$ cat src/rtl/cache_set_ctrl.sv
// Lookup/refill controller for one WAYS-way cache set: tag compare, victim choice,
// memory refill handshake, and whole-set flush through one-hot way write enables.
module cache_set_ctrl #(
    parameter int TAG_W = 24,
    parameter int WAYS  = 8,
    parameter int IDX_W = 3
) (
    input  logic                  clk,
    input  logic                  reset,
    input  logic                  req_valid,
    input  logic [TAG_W-1:0]      req_tag,
    output logic                  req_ready,
    input  logic                  flush_req,
    output logic                  flush_done,
    input  logic [WAYS-1:0]       set_valid,
    input  logic [WAYS*TAG_W-1:0] set_tags,
    output logic                  wr_en,
    output logic [WAYS-1:0]       way_sel,
    output logic [TAG_W-1:0]      wr_tag,
    output logic                  wr_valid,
    output logic                  mem_req,
    output logic [TAG_W-1:0]      mem_tag,
    input  logic                  mem_ack,
    output logic                  resp_valid,
    output logic                  resp_hit,
    output logic [IDX_W-1:0]      resp_way
);

    typedef enum logic [2:0] {IDLE, LOOKUP, MISS, FILL, RESP, FLUSH} state_t;

    state_t            state, state_nx;
    logic [TAG_W-1:0]  tag_q;
    logic [IDX_W-1:0]  vic_q;
    logic [IDX_W-1:0]  rr_q;
    logic              resp_hit_q;
    logic [IDX_W-1:0]  resp_way_q;

    logic [WAYS-1:0]   hit_vec;
    logic              any_hit;
    logic              any_free;
    logic [IDX_W-1:0]  hit_idx;
    logic [IDX_W-1:0]  free_idx;

    always_comb begin
        hit_vec = '0;
        for (int i = 0; i < WAYS; i++) begin
            hit_vec[i] = set_valid[i] && (set_tags[i*TAG_W +: TAG_W] == tag_q);
        end
    end

    // Scan high to low so the lowest matching index is the one left standing.
    always_comb begin
        any_hit  = 1'b0;
        hit_idx  = '0;
        any_free = 1'b0;
        free_idx = '0;
        for (int i = WAYS - 1; i >= 0; i--) begin
            if (hit_vec[i]) begin
                any_hit = 1'b1;
                hit_idx = IDX_W'(i);
            end
            if (!set_valid[i]) begin
                any_free = 1'b1;
                free_idx = IDX_W'(i);
            end
        end
    end

    always_comb begin
        state_nx   = state;
        req_ready  = 1'b0;
        wr_en      = 1'b0;
        way_sel    = '0;
        wr_tag     = '0;
        wr_valid   = 1'b0;
        mem_req    = 1'b0;
        mem_tag    = '0;
        resp_valid = 1'b0;
        flush_done = 1'b0;
        case (state)
            IDLE: begin
                req_ready = 1'b1;
                if (flush_req) begin
                    state_nx = FLUSH;
                end else if (req_valid) begin
                    state_nx = LOOKUP;
                end
            end
            LOOKUP: state_nx = any_hit ? RESP : MISS;
            MISS: begin
                mem_req = 1'b1;
                mem_tag = tag_q;
                if (mem_ack) begin
                    state_nx = FILL;
                end
            end
            FILL: begin
                wr_en    = 1'b1;
                way_sel  = WAYS'(1) << vic_q;
                wr_tag   = tag_q;
                wr_valid = 1'b1;
                state_nx = RESP;
            end
            RESP: begin
                resp_valid = 1'b1;
                state_nx   = IDLE;
            end
            FLUSH: begin
                wr_en      = 1'b1;
                way_sel    = '1;
                flush_done = 1'b1;
                state_nx   = IDLE;
            end
            default: state_nx = IDLE;
        endcase
    end

    always_ff @(posedge clk or posedge reset) begin
        if (reset) begin
            state      <= IDLE;
            tag_q      <= '0;
            vic_q      <= '0;
            rr_q       <= '0;
            resp_hit_q <= 1'b0;
            resp_way_q <= '0;
        end else begin
            state <= state_nx;
            case (state)
                IDLE: begin
                    if (!flush_req && req_valid) begin
                        tag_q <= req_tag;
                    end
                end
                LOOKUP: begin
                    if (any_hit) begin
                        resp_hit_q <= 1'b1;
                        resp_way_q <= hit_idx;
                    end else if (any_free) begin
                        vic_q <= free_idx;
                    end else begin
                        // Full set: evict round-robin; IDX_W-bit wrap is the modulo.
                        vic_q <= rr_q;
                        rr_q  <= rr_q + 1'b1;
                    end
                end
                FILL: begin
                    resp_hit_q <= 1'b0;
                    resp_way_q <= vic_q;
                end
                FLUSH: rr_q <= '0;
                default: ;
            endcase
        end
    end

    assign resp_hit = resp_hit_q;
    assign resp_way = resp_way_q;

endmodule

$ cat config.mk
export PLATFORM = sky130hd
export DESIGN_NAME = cache_set_ctrl
export DESIGN_NICKNAME = d
export VERILOG_FILES = /design/src/rtl/cache_set_ctrl.sv
export SDC_FILE = /design/constraint.sdc
export NUM_CORES = 1
export LEC_CHECK = 0
export BUFFER_PORTS_ARGS = -buffer_cell sky130_fd_sc_hd__buf_2
export CORE_MARGIN = 5
export CORE_UTILIZATION = 25
export CTS_CLUSTER_DIAMETER = 150
export DETAILED_ROUTE_END_ITERATION = 7
export PLACE_DENSITY = 0.62
export RECOVER_POWER = 25
export SYNTH_ARGS = -nofsm -noshare
export SYNTH_HDL_FRONTEND = slang
export SYNTH_SLANG_ARGS = --single-unit
$ cat constraint.sdc
create_clock -name clk -period 1.85 [get_ports clk]
set_input_delay 0.0925 -clock clk [delete_from_list [all_inputs] [get_ports clk]]
set_output_delay 0.0925 -clock clk [all_outputs]
set_load 0.02 [all_outputs]
==> impl_metrics.ini <==
[outcome]
outcome = finished, violations left
violations = negative setup slack

[layout]
num-nets-final = 1125
syn2layout_area_growth_pct = 78.1
drive_gt1_frac = 0.610
n_fill_cell = 1719
fin_util = 0.448
fin_area_um2 = 7970
stdcell_count = 1125

[critical_path]
cp-end-kind = flip-flop
worstPathArrival_ns = 2.49
rr_startpoint = tag_q[7]
slowest_stage = nor4_4
worstPathMaxFanout = 5
worstSetupPathType = reg -> reg
startpoint_type = flip-flop
crit_path_start = tag_q[7]
cp.required_ns = 2.02
critPathTopFamily = simple AND/OR/NAND/NOR gates
crit_chain = buf_4 > xnor2_2 > nand4_1 > nor4_1 > nand4_1 > buf_6 > nand4_4 > nor4_4 > mux2_4
worst-path-buf-inv = 2
crit_top_cell = nand4_1
critPathMaxStageDelay_ns = 0.47
regToRegSetupSlack_ns = -0.48

[grt]
grt_overflow = 0
grt_antenna_before_repair = 7
grt_pass1_vias = 5527
grt_max_degree = 38
grt_pass1_wl_mm = 33.4
grtUsageTotal = 0.223

[worst_hold_path]
hold_path_class = in -> reg
min_from = req_tag[3]

[yosys]
synthAdderAreaFrac = 0.00280
synth_area_um2 = 4480
synth_area_leader_cell = dfrtp_1
syn_inst = 496
yosys.area_share.simple = 0.234
synth.net_count = 726
synth_top_family_by_area = XOR/XNOR gates
ys_types = 43
synth_commonest_cells = 105 x xnor2_1, 88 x xor2_1, 46 x and2_1
ys_warn_count = 0
ys_top_cells_by_area = dfrtp_1 21%, xnor2_1 21%, xor2_1 17%
yosys.area_share.xor_xnor = 0.378
synthArstFlopShare = 1.00
muxShareOfSynthArea = 0.0682
ys_ff_latch = 37
yosysMostFrequentCell = xnor2_1
synth_compound_area_frac = 0.0391
yosysSeqAreaShare = 0.207
synth-edff-count = 0
synth_ff_type = dfrtp_1
netlist.area_leader.share = 0.207
synth.avg_cell_area_um2 = 9.02

[cts]
cts_tree = yes
insertion_delay_ns = 0.29
clk_pin_slew_ns = 0.06
ctsLongestPathBuffers = 2
cts-root-buf = clkbuf_16
htreeDepth = 2
numCtsBuffers = 5
cts_sinks = 37

[pwr]
combPwrFrac = 0.767
sequentialPowerShare = 0.158
switching_power_mw = 5.33
powerDensity_nw_per_um2 = 1470
clkPwrFrac = 0.075
finalPower_mw = 11.7
p_int_mw = 6.41
vdd_ir_drop_max_mv = 0.670
leakage_nw = 3.95
switching_share = 0.454

[timing]
finalHoldViolCount = 0
fin_crit_ns = 2.33
final.setup.tns_ns = -5.92
skew_ns = 0.00872
rsz0062_at_grt = yes
maxSlewHeadroom = 0.298
whs_ns = 0.0334
period_share = 1.26
tightest_slew_ns = 1.05
slew_viol_final = 0
setup_viol_count_final = 40
max_freq_mhz = 430
setup_slack_ns = -0.477

[drt]
postRouteAntennaNets = 0
vias = 5311
viasPerCell = 4.72
drt_iter0_drc = 184
routed_wl_mm = 24.7
route.detailed.drc = 0
dr.pass1.iters = 5
routedWlPerCell_um = 21.9

[place]
place_ws_ns = -0.732
io_buffers = 294
placedInstanceArea_um2 = 6860
globalplace.congestion = 0.986
dp_hpwl_mm = 20.2
dp.cells = 1076

[floorplanning]
dieWidth_um = 144
dieArea_um2 = 20700
io_pins = 295
start_util = 0.252
die_height_um = 144
row_count = 49
coreArea_um2 = 17800

[flow_run]
maxCapViolations = 0
[area by class of cell]
| cell class | count | area, µm² | share of cell area |
|---|---|---|---|
| Timing Repair Buffer | 424 | 2780 | 0.349 |
| Tap cell | 229 | 287 | 0.0359 |
| Clock buffer | 7 | 143 | 0.0179 |
| Antenna cell | 1 | 2.50 | 0.000314 |
| Multi-Input combinational cell | 421 | 3790 | 0.476 |
| Sequential cell | 37 | 945 | 0.119 |
| Inverter | 6 | 22.5 | 0.00283 |
[power groups by stage]
| stage | clock, mW | sequential (mW) | combinational (mW) |
|---|---|---|---|
| after global placement | 0 | 1.84 | 7.35 |
| after floorplan | 0 | 1.50 | 4.56 |
| final | 0.880 | 1.85 | 9.01 |
| after global routing | 0.926 | 1.89 | 9.54 |
| after detailed placement | 0 | 1.86 | 7.37 |
| after CTS | 0.885 | 1.83 | 8.18 |
[timing repair]
| action | 4_1_cts | 5_1_grt |
|---|---|---|
| hold buffers | 1 | 0 |
| endpoints found under the setup margin | 40 | 47 |
| hold endpoints to repair | 37 | 0 |
| pin swaps | 28 | 53 |
| setup buffers | 25 | 19 |
| gates resized for setup | 50 | 66 |
[worst paths after layout]
check,endpoint,cells past startpoint
worst min register to register,resp_hit,1
min in group asynchronous,tag_q[3],4
worst max register to register,vic_q[2],9
worst min-delay path,tag_q[3],2
max in group asynchronous,tag_q[5],4
worst max-delay path,vic_q[2],9
[flip-flops by register name, summed over array words and instances, names as in the netlist]
| signal | flops |
|---|---|
| resp_hit | 1 |
| resp_way | 3 |
| rr_q | 3 |
| state | 3 |
| tag_q | 24 |
| vic_q | 3 |
[cell families (layout without fill, tap and decap cells)]
group                      Yosys count  in the layout
AOI/OAI and AO/OA                   27             27
xor gates and xnor gates           193            193
adders and majority gates            1              1
buffers and inverters               38            437
DFF                                 37             37
muxes                               27             27
other                                0              1
and+or+nand+nor                    173            173
[worst reg2reg max path, cell delays in order (launching register included)]
cell and delay [ns]:
dfrtp_2 0.46, buf_4 0.17, xnor2_2 0.14, nand4_1 0.18, nor4_1 0.09, nand4_1 0.10
buf_6 0.13, nand4_4 0.13, nor4_4 0.47, mux2_4 0.34
[placed cells by master, fill, tap and decap left out, drive strengths merged, types with 2 or more instances in the layout]
cell / instances
nand2: 27
nor2: 9
nor4: 26
nor3: 11
o21ai: 8
nor3b: 2
buf: 418
clkbuf: 12
nor2b: 3
dfrtp: 37
o31ai: 4
xnor2: 105
nand3: 2
mux2: 25
nand4: 37
nand2b: 4
inv: 6
mux2i: 2
xor2: 88
or2: 2
a21oi: 5
and2: 48
[per-layer routing]
layer | vias to the layer above | global-route usage | wire length (µm)
met1 | 2496 | 0.267 | 9690
met5 | - | 0 | 75
li1 | 2471 | - | -
met2 | 277 | 0.404 | 12200
met4 | 12 | 0.0555 | 650
met3 | 55 | 0.0509 | 2020
Note: power is estimated with default switching activity, not from simulation.
